$ cat config.mk
export PLATFORM = sky130hd
export DESIGN_NAME = gate_tt_sequencer
export DESIGN_NICKNAME = d
export VERILOG_FILES = /design/src/rtl/gate_tt_sequencer.sv
export SDC_FILE = /design/constraint.sdc
export NUM_CORES = 1
export LEC_CHECK = 0
export ABC_AREA = 1
export CORE_AREA = 2 2 60 62
export CTS_CLUSTER_SIZE = 8
export DETAILED_ROUTE_END_ITERATION = 8
export DIE_AREA = 0 0 62 64
export GPL_TIMING_DRIVEN = 0
export PLACE_DENSITY = 0.65
export SYNTH_ARGS = -nofsm -noshare
export SYNTH_HDL_FRONTEND = slang
export SYNTH_SLANG_ARGS = --single-unit
export TNS_END_PERCENT = 1
$ cat constraint.sdc
create_clock -name clk -period 4.9 [get_ports clk]
set_input_delay 0.98 -clock clk [delete_from_list [all_inputs] [get_ports clk]]
set_output_delay 0.98 -clock clk [all_outputs]
set_load 0.1 [all_outputs]
$ cat src/rtl/gate_tt_sequencer.sv
// Truth-table self-test sequencer for the two-input gate bank: drives a/b through 00..11, samples y_in, reports status.
// Optional: define GATE_TT_ABORT_ON_FAIL_EN to stop at the first mismatching vector.
module gate_tt_sequencer #(
  parameter int HOLD_CYCLES = 2
) (
  input  logic       clk,
  input  logic       rst_n,
  input  logic       start,
  input  logic [7:0] y_in,
  output logic       a,
  output logic       b,
  output logic [1:0] vec_idx,
  output logic       busy,
  output logic       done,
  output logic       pass,
  output logic [7:0] fail_mask,
  output logic [2:0] err_count
);

  localparam logic [1:0] S_IDLE  = 2'd0;
  localparam logic [1:0] S_DRIVE = 2'd1;
  localparam logic [1:0] S_DONE  = 2'd2;
  localparam logic [3:0] HOLD_LAST = 4'(HOLD_CYCLES - 1);

`ifdef GATE_TT_ABORT_ON_FAIL_EN
  localparam bit ABORT = 1'b1;
`else
  localparam bit ABORT = 1'b0;
`endif

  logic [1:0] state;
  logic [3:0] cnt;
  logic [7:0] expected, diff, mask_nxt;
  logic       sample, last;

  // a and b are the two bits of the registered vector index
  assign a = vec_idx[1];
  assign b = vec_idx[0];

  assign expected = {~(a ^ b), a ^ b, a, ~a, ~(a | b), ~(a & b), a | b, a & b};
  assign diff     = y_in ^ expected;
  assign mask_nxt = fail_mask | diff;
  assign sample   = (state == S_DRIVE) && (cnt == HOLD_LAST);
  assign last     = (vec_idx == 2'd3) || (ABORT && (|diff));

  always_ff @(posedge clk) begin
    if (!rst_n) begin
      state     <= S_IDLE;
      cnt       <= '0;
      vec_idx   <= '0;
      busy      <= 1'b0;
      done      <= 1'b0;
      pass      <= 1'b0;
      fail_mask <= '0;
      err_count <= '0;
    end else begin
      case (state)
        S_IDLE, S_DONE: begin
          if (start) begin
            state     <= S_DRIVE;
            cnt       <= '0;
            vec_idx   <= '0;
            busy      <= 1'b1;
            done      <= 1'b0;
            pass      <= 1'b0;
            fail_mask <= '0;
            err_count <= '0;
          end
        end
        S_DRIVE: begin
          if (sample) begin
            fail_mask <= mask_nxt;
            if (|diff) err_count <= err_count + 3'd1;
            if (last) begin
              // pass reflects the mask including this final sample
              state <= S_DONE;
              busy  <= 1'b0;
              done  <= 1'b1;
              pass  <= (mask_nxt == 8'h00);
            end else begin
              vec_idx <= vec_idx + 2'd1;
              cnt     <= '0;
            end
          end else begin
            cnt <= cnt + 4'd1;
          end
        end
        default: state <= S_IDLE;
      endcase
    end
  end

endmodule

==> flow_metrics.env, run 1 <==
export IMPL_synth_seq_cells=22
export IMPL_hold_buffers=0
export IMPL_clk_latency_ns=0.31
export IMPL_drc=0
export IMPL_fin_worst_skew_ns=0.00511
export IMPL_ctsResizeCount=0
export IMPL_n_fill_cell=340
export IMPL_post_cts_buffers=0
export IMPL_yosys_warnings=0
export IMPL_reg2reg_depth=12
export IMPL_nets=231
export IMPL_rows=21
export IMPL_p_total_mw=0.397
export IMPL_holdPathStages=2
export IMPL_worstMarginPinSlew_ns=0.964
export IMPL_viasPerCell=4.35
export IMPL_antenna_found_initial=0
export IMPL_grt_pass1_vias=1023
export IMPL_fmax_mhz=338
export IMPL_synth_area_mux_share=0
export IMPL_grt_overflow_total=0
export IMPL_hold_end="fail_mask[1]"
export IMPL_cp_arrival_ns=1.97
export IMPL_firstDrtPassIters=4
export IMPL_netlist_cell_type_count=25
export IMPL_htreeDepth=1
export IMPL_max_cap_violations=0
export IMPL_cts_buffers=3
export IMPL_rr_endpoint="err_count[2]"
export IMPL_start_util=0.387
export IMPL_hold_ws_ns=0.485
export IMPL_syn_to_final_growth_pct=29.4
export IMPL_n_antenna_cell=0
export IMPL_wl_um=2580
export IMPL_grt_setup_unrepaired="no"
export IMPL_io_buffers=28
export IMPL_synth_area_sq_um=1270
export IMPL_die_w_um=62
export IMPL_status="complete, no violations"
export IMPL_peakVddDrop_v=0.000150
export IMPL_cts_tree="yes"
export IMPL_crit_fanout=5
export IMPL_p_leak_nw=0.726
export IMPL_grt_pass1_wl_um=4490
export IMPL_power_density_nw_per_um2=242
export IMPL_finalSetupTns_ns=0
export IMPL_yosys_area_share_simple=0.362
export IMPL_hold_path_class="reg -> reg"
export IMPL_synth_adder_area_share=0.0492
export IMPL_root_buffer="clkbuf_4"
export IMPL_fp_dieArea_sq_um=3970
export IMPL_cts_buffer_depth=2
export IMPL_via_count=1130
export IMPL_required_ns=3.92
export IMPL_avgSynthCellArea_sq_um=6.98
export IMPL_track_usage=0.152
export IMPL_hpwl_um=2010
export IMPL_worstSetupPathType="reg -> out"
export IMPL_die_h_um=64
export IMPL_r2r_slack_ns=3.07
export IMPL_pin_count=29
export IMPL_core_sq_um=3280
export IMPL_cts_sink_count=22
export IMPL_synth_compound_area_share=0.0945
export IMPL_synthCells=182
export IMPL_mostFrequentLayoutCell="nand2_1"
export IMPL_hp_start="fail_mask[1]"
export IMPL_synthXorXnorAreaFrac=0.0413
export IMPL_setup_violations=0
export IMPL_postRouteAntennaNets=0
export IMPL_synth_top_family_by_area="simple AND/OR/NAND/NOR gates"
export IMPL_post_drt_wl_per_cell_um=9.91
export IMPL_slew_headroom=0.355
export IMPL_finalMaxSlewViolations=0
export IMPL_endpoint_kind="primary output"
export IMPL_timing_rr_start="vec_idx[1]"
export IMPL_synth_fp_nets=198
export IMPL_drt_iter0_drc=22
export IMPL_yosysSeqAreaShare=0.346
export IMPL_finalCritPeriodShare=0.603
export IMPL_drive_gt1_frac=0.126
export IMPL_crit_path_start_kind="flip-flop"
export IMPL_period_minus_slack_ns=2.95
export IMPL_grt_max_degree=13
export IMPL_cts_clk_slew_worst_paths_ns=0.13
export IMPL_mostFrequentLayoutCells="nand2_1 (52), clkdlybuf4s50_1 (28), inv_1 (25)"
export IMPL_gp_congestion=0.782
export IMPL_hold_viol=0
-- power breakdown --
group | leakage, nW | switching, mW | total [mW] | internal [mW]
logic | 0.526 | 0.0720 | 0.105 | 0.0334
registers | 0.179 | 0.00520 | 0.190 | 0.185
clock network | 0.0210 | 0.0568 | 0.102 | 0.0454
-- critical path: stages (launching register included) --
cell,delay (ns)
dfxtp_1,0.42
buf_4,0.13
clkdlybuf4s50_1,1.11
-- how the worst max path moves through the flow --
stage / to / slack (ns) / start
after global placement: vec_idx[0] / 2.29 / vec_idx[0]
after global routing: vec_idx[0] / 1.82 / vec_idx[0]
final: vec_idx[0] / 1.95 / vec_idx[0]
after CTS: vec_idx[0] / 1.92 / vec_idx[0]
after detailed placement: vec_idx[0] / 2.28 / vec_idx[0]
after floorplan: err_count[2] / 2.48 / vec_idx[1]
-- cell type report --
cell class / count / area (sq um) / area share
buffer: 4 / 23.8 / 0.0144
clock buffer: 4 / 36.3 / 0.0221
inverter: 29 / 111 / 0.0677
multi-input combinational: 127 / 696 / 0.423
sequential: 22 / 440 / 0.268
tap: 46 / 57.6 / 0.0350
timing repair buffer: 28 / 280 / 0.170
-- logic make-up after synthesis --
group | after synthesis
AO/OA/AOI/OAI | 21
adder cells (fa/ha/maj) | 5
AND/OR/NAND/NOR | 95
buffers and inverters | 33
XOR/XNOR | 6
flip-flops | 22
-- stage by stage --
step / instance area (sq um) / utilization / setup slack, ns / std cells
2_1_floorplan: 1270 / - / 2.48 / 182
3_3_place_gp: 1610 / 0.490 / 2.29 / 256
3_5_place_dp: 1610 / 0.490 / 2.28 / 256
4_1_cts: 1650 / 0.501 / 1.92 / 260
5_1_grt: 1650 / 0.501 / 1.82 / 260
6_report: 1650 / 0.501 / 1.95 / 260
-- synthesized netlist by cell type --
library cell	count	share of area
xor2_1	4	0.028
ha_1	5	0.049
nand2_1	52	0.15
nor2_2	3	0.015
buf_4	2	0.012
nand3_1	10	0.039
a21oi_2	1	0.0069
nand2_2	2	0.0098
nand2_4	4	0.035
nor2_1	18	0.053
a211oi_2	1	0.0098
inv_2	3	0.0089
inv_1	25	0.074
nor3_1	1	0.0039
xnor2_1	2	0.014
inv_4	1	0.0049
nand3_2	2	0.016
a21oi_1	16	0.063
or2_1	1	0.0049
clkbuf_2	1	0.0039
clkbuf_1	1	0.0029
o21ai_2	1	0.0069
o21ai_0	2	0.0079
nor2_8	2	0.031
dfxtp_1	22	0.35
-- registers in the layout, indices dropped and copies added, names as in the netlist --
signal	count
fail_mask	8
cnt	4
err_count	3
state	2
vec_idx	2
busy	1
done	1
pass	1
-- metal layers --
metal	vias up	share of wire	track usage
met5	-	0	0
met4	0	0.026	0.0798
met3	5	0.043	0.0182
met2	26	0.42	0.221
met1	480	0.51	0.215
li1	619	-	-
No activity file was read; power rests on OpenSTA's default activity.
==> run 2, diff against run 1 <==
--- a/config.mk
+++ b/config.mk
@@ -11,7 +11,7 @@
 export DETAILED_ROUTE_END_ITERATION = 8
 export DIE_AREA = 0 0 62 64
 export GPL_TIMING_DRIVEN = 0
-export PLACE_DENSITY = 0.65
+export PLACE_DENSITY = 0.67
 export SYNTH_ARGS = -nofsm -noshare
 export SYNTH_HDL_FRONTEND = slang
 export SYNTH_SLANG_ARGS = --single-unit
==> constraint.sdc (replaced) <==
create_clock -name clk -period 2.5 [get_ports clk]
set_input_delay 0.5 -clock clk [delete_from_list [all_inputs] [get_ports clk]]
set_output_delay 0.5 -clock clk [all_outputs]
set_load 0.1 [all_outputs]
==> run 2 against run 1 <==
  * Global-route usage is 0.23 points higher
  * Final cell count unchanged
  * Worst hold slack barely moved
  * Via count increased by 3.5%
  * Worst setup slack lost 1.8 ns
  * Largest cell class unchanged
  * Largest power group unchanged
==> flow_metrics.env, run 2 (synthesis gave the netlist of run 1 again) <==
export IMPL_finalSetupTns_ns=0
export IMPL_cts_sink_count=22
export IMPL_grt_max_degree=13
export IMPL_largest_reg_flops=8
export IMPL_final_area_sq_um=1650
export IMPL_crit_fanout=5
export IMPL_final_util=0.501
export IMPL_htreeDepth=1
export IMPL_fmax_mhz=419
export IMPL_finalMaxSlewViolations=0
export IMPL_core_sq_um=3280
export IMPL_dp_cells=256
export IMPL_grt_pass1_wl_um=4640
export IMPL_cp_arrival_ns=1.89
export IMPL_gp_congestion=0.788
export IMPL_nets=231
export IMPL_viasPerCell=4.50
export IMPL_slew_headroom=0.354
export IMPL_crit_path_start_kind="flip-flop"
export IMPL_setup_violations=0
export IMPL_final_cells=260
export IMPL_path_buf_inv=1
export IMPL_die_h_um=64
export IMPL_die_w_um=62
export IMPL_cts_tree="yes"
export IMPL_clk_latency_ns=0.31
export IMPL_power_density_nw_per_um2=474
export IMPL_antenna_found_initial=0
export IMPL_top_regs="fail_mask x8, cnt x4, err_count x3"
export IMPL_hold_viol=0
export IMPL_mostFrequentLayoutCells="nand2_1 (52), clkdlybuf4s50_1 (26), inv_1 (25)"
export IMPL_crit_path_max_incr_delay_ns=1.16
export IMPL_track_usage=0.155
export IMPL_grt_overflow_total=0
export IMPL_regMostFlops="fail_mask"
export IMPL_hold_path_class="reg -> reg"
export IMPL_period_minus_slack_ns=2.39
export IMPL_wl_um=2650
export IMPL_root_buffer="clkbuf_4"
export IMPL_hold_buffers=0
export IMPL_max_cap_violations=0
export IMPL_post_cts_buffers=0
export IMPL_path_cells="clkdlybuf4s50_1"
export IMPL_cts_buffer_depth=2
export IMPL_syn_to_final_growth_pct=29.4
export IMPL_pin_count=29
export IMPL_mostFrequentLayoutCell="nand2_1"
export IMPL_worstSetupPathType="reg -> out"
export IMPL_worstMarginPinSlew_ns=0.966
export IMPL_dpl_cell_area_sq_um=1610
export IMPL_drc=0
export IMPL_hpwl_um=2050
export IMPL_endpoint_kind="primary output"
export IMPL_via_count=1170
export IMPL_finalCritPeriodShare=0.955
export IMPL_status="complete, no violations"
export IMPL_n_antenna_cell=0
export IMPL_hold_ws_ns=0.485
export IMPL_cts_buffers=3
export IMPL_firstDrtPassIters=4
export IMPL_required_ns=2.00
export IMPL_start_util=0.387
export IMPL_post_drt_wl_per_cell_um=10.2
export IMPL_cp_slowest_cell="clkdlybuf4s50_1"
export IMPL_postRouteAntennaNets=0
export IMPL_fin_worst_skew_ns=0.0103
export IMPL_critical_path_top_delay_family="buffers and inverters"
export IMPL_drt_iter0_drc=42
export IMPL_peakVddDrop_v=0.000225
export IMPL_rows=21
export IMPL_io_buffers=28
export IMPL_grt_pass1_vias=1084
export IMPL_drive_gt1_frac=0.131
export IMPL_p_leak_nw=0.745
export IMPL_n_fill_cell=345
export IMPL_fp_dieArea_sq_um=3970
export IMPL_cts_clk_slew_worst_paths_ns=0.13
export IMPL_grt_setup_unrepaired="no"
-- run 2: area by class of cell --
class | count | area [sq um] | share of cell area
well taps | 46 | 57.6 | 0.0350
multi-input cells | 127 | 696 | 0.423
flip-flops and latches | 22 | 440 | 0.268
clock buffers | 4 | 36.3 | 0.0221
inverters | 29 | 111 | 0.0677
plain buffers | 4 | 23.8 | 0.0144
repair buffers | 28 | 280 | 0.170
-- run 2: repair_timing --
item                                    CTS  global route
endpoints found under the setup margin    0             2
resized for setup                         0             2
endpoints found under the hold margin     0             0
-- run 2: final timing paths --
path | start | to | slack (ns) | cells past startpoint
worst min register to register | busy | busy | 0.49 | 2
worst max-delay path | vec_idx[0] | b | 0.11 | 1
worst max register to register | vec_idx[1] | err_count[0] | 0.65 | 11
worst min-delay path | busy | busy | 0.49 | 2
-- run 2: where the power goes --
part	switching, mW	internal (mW)	total, mW
logic	0.143	0.0654	0.208
registers	0.0103	0.362	0.372
clock network	0.112	0.0889	0.201
total	0.264	0.516	0.781
-- run 2: through the flow --
stage	setup WS, ns	power [mW]
after floorplan	0.0767	0.534
after global placement	0.376	0.587
after detailed placement	0.363	0.588
after CTS	0.00992	0.785
after global routing	0.0240	0.822
final	0.112	0.781
-- run 2: routing by layer --
metal	global-route usage	vias up	part of all wire
met4	0.0559	0	0.018
li1	-	619	-
met2	0.236	32	0.44
met5	0	-	0
met3	0.0243	4	0.052
met1	0.216	515	0.49
==> run 3, diff against run 2 <==
--- a/config.mk
+++ b/config.mk
@@ -6,12 +6,12 @@
 export NUM_CORES = 1
 export LEC_CHECK = 0
 export ABC_AREA = 1
-export CORE_AREA = 2 2 60 62
+export CORE_AREA = 2 2 57 59
 export CTS_CLUSTER_SIZE = 8
 export DETAILED_ROUTE_END_ITERATION = 8
-export DIE_AREA = 0 0 62 64
+export DIE_AREA = 0 0 59 61
 export GPL_TIMING_DRIVEN = 0
-export PLACE_DENSITY = 0.67
+export PLACE_DENSITY = 0.74
 export SYNTH_ARGS = -nofsm -noshare
 export SYNTH_HDL_FRONTEND = slang
 export SYNTH_SLANG_ARGS = --single-unit
==> run 3 against run 2 <==
  * Routed wire length increased by 2.0%
  * Global-route usage increased by 1.4 points
  * Clock skew decreased by 0.0093 ns
  * Largest cell class unchanged
==> flow_metrics.env, run 3 (synthesis gave the netlist of run 1 again) <==
export IMPL_endpoint_kind="primary output"
export IMPL_syn_to_final_growth_pct=29.5
export IMPL_die_w_um=59
export IMPL_track_usage=0.169
export IMPL_cts_clk_slew_worst_paths_ns=0.13
export IMPL_worst_slack_ns=0.0930
export IMPL_cts_tree="yes"
export IMPL_die_h_um=61
export IMPL_drc=0
export IMPL_cts_sink_count=22
export IMPL_multi_input_area_sq_um=696
export IMPL_hold_end="busy"
export IMPL_viasPerCell=4.68
export IMPL_p_total_mw=0.859
export IMPL_finalSetupTns_ns=0
export IMPL_grt_max_degree=14
export IMPL_io_buffers=28
export IMPL_root_buffer="clkbuf_4"
export IMPL_fin_worst_skew_ns=0.000979
export IMPL_cts_buffers=3
export IMPL_timing_rr_start="vec_idx[1]"
export IMPL_nets=231
export IMPL_period_minus_slack_ns=2.41
export IMPL_crit_fanout=5
export IMPL_pin_count=29
export IMPL_finalMaxSlewViolations=0
export IMPL_dp_cells=243
export IMPL_holdPathStages=2
export IMPL_post_drt_wl_per_cell_um=11.0
export IMPL_final_cells=247
export IMPL_start_util=0.431
export IMPL_required_ns=2.00
export IMPL_gp_congestion=0.833
export IMPL_status="complete, no violations"
export IMPL_drt_iter0_drc=42
export IMPL_rr_endpoint="err_count[2]"
export IMPL_largest_reg_flops=8
export IMPL_hp_start="busy"
export IMPL_finalCritPeriodShare=0.963
export IMPL_dp_slack_ns=0.363
export IMPL_rows=20
export IMPL_htreeDepth=1
export IMPL_r2r_slack_ns=0.65
export IMPL_drive_gt1_frac=0.126
export IMPL_hold_ws_ns=0.474
export IMPL_grt_pass1_vias=1064
export IMPL_grt_pass1_wl_um=4610
export IMPL_core_sq_um=2950
export IMPL_max_cap_violations=0
export IMPL_cp_depth=1
export IMPL_p_leak_nw=0.755
export IMPL_worstSetupPathType="reg -> out"
export IMPL_clk_latency_ns=0.31
export IMPL_final_seq_area_sq_um=440
export IMPL_reg2reg_depth=12
export IMPL_antenna_found_initial=0
export IMPL_power_density_nw_per_um2=522
export IMPL_peakVddDrop_v=0.000343
export IMPL_hpwl_um=2070
export IMPL_worstMarginPinSlew_ns=0.974
export IMPL_cp_arrival_ns=1.91
export IMPL_regMostFlops="fail_mask"
export IMPL_fp_dieArea_sq_um=3600
export IMPL_mostFrequentLayoutCell="nand2_1"
export IMPL_hold_path_class="reg -> reg"
export IMPL_hold_viol=0
export IMPL_cts_buffer_depth=2
export IMPL_fmax_mhz=415
export IMPL_hold_buffers=0
export IMPL_mostFrequentLayoutCells="nand2_1 (52), clkdlybuf4s50_1 (26), inv_1 (25)"
export IMPL_cp_slowest_cell="clkdlybuf4s50_1"
export IMPL_wl_um=2710
export IMPL_slew_headroom=0.349
export IMPL_firstDrtPassIters=5
export IMPL_via_count=1157
export IMPL_postRouteAntennaNets=0
export IMPL_path_cells="clkdlybuf4s50_1"
export IMPL_grt_setup_unrepaired="no"
export IMPL_setup_violations=0
export IMPL_path_buf_inv=1
export IMPL_crit_path_start_kind="flip-flop"
export IMPL_critical_path_top_delay_family="buffers and inverters"
export IMPL_top_regs="fail_mask x8, cnt x4, err_count x3"
export IMPL_n_antenna_cell=0
export IMPL_n_fill_cell=290
export IMPL_crit_path_max_incr_delay_ns=1.16
export IMPL_grt_overflow_total=0
[run 3: changes by cell type in the layout (fill, tap and decap cells not counted)]
| cell | change |
|---|---|
| bufinv_16 | +1 |
| clkbuf_8 | -1 |
| buf_4 | -1 |
| dlygate4sd2_1 | +1 |
[run 3: how the worst max path moves through the flow]
stage	from	end	slack, ns
4_1_cts	vec_idx[1]	vec_idx[1]	0.03
3_5_place_dp	vec_idx[0]	vec_idx[0]	0.36
3_3_place_gp	vec_idx[0]	vec_idx[0]	0.37
6_report	vec_idx[0]	b	0.09
2_1_floorplan	vec_idx[1]	err_count[2]	0.08
5_1_grt	vec_idx[0]	b	0.02
[run 3: metal layers]
| metal | vias up | global-route usage | wire, um |
|---|---|---|---|
| met4 | 0 | 0.0519 | 19 |
| met5 | - | 0 | 0 |
| li1 | 621 | - | - |
| met3 | 2 | 0.0426 | 154 |
| met2 | 31 | 0.276 | 1210 |
| met1 | 503 | 0.220 | 1320 |
[run 3: where the power goes]
| part | switching, mW | total (mW) | internal [mW] |
|---|---|---|---|
| logic | 0.143 | 0.208 | 0.0649 |
| registers | 0.0100 | 0.372 | 0.362 |
| clock network | 0.117 | 0.279 | 0.162 |
| total | 0.270 | 0.859 | 0.589 |
[run 3: worst min-delay path, stage by stage, from the launching register on]
cell and delay [ns]:
dfxtp_1 0.33, inv_1 0.06, a211oi_2 0.06
[run 3: final cells by class]
class | instances | share of cell area
Buffer | 4 | 0.0144
Clock buffer | 3 | 0.0137
Clock inverter | 1 | 0.0182
Inverter | 29 | 0.0676
Multi-Input combinational cell | 127 | 0.422
Sequential cell | 22 | 0.267
Tap cell | 33 | 0.0251
Timing Repair Buffer | 28 | 0.171
[run 3: repair_timing]
action,CTS,global route
setup endpoints to repair,1,1
gates resized for setup,1,1
setup buffers,0,0
[run 3: metrics by stage]
step                instance area [sq um]  utilization
floorplan                            1270            -
global placement                     1590        0.539
detailed placement                   1590        0.539
CTS                                  1640        0.557
global route                         1650        0.558
finish                               1650        0.558
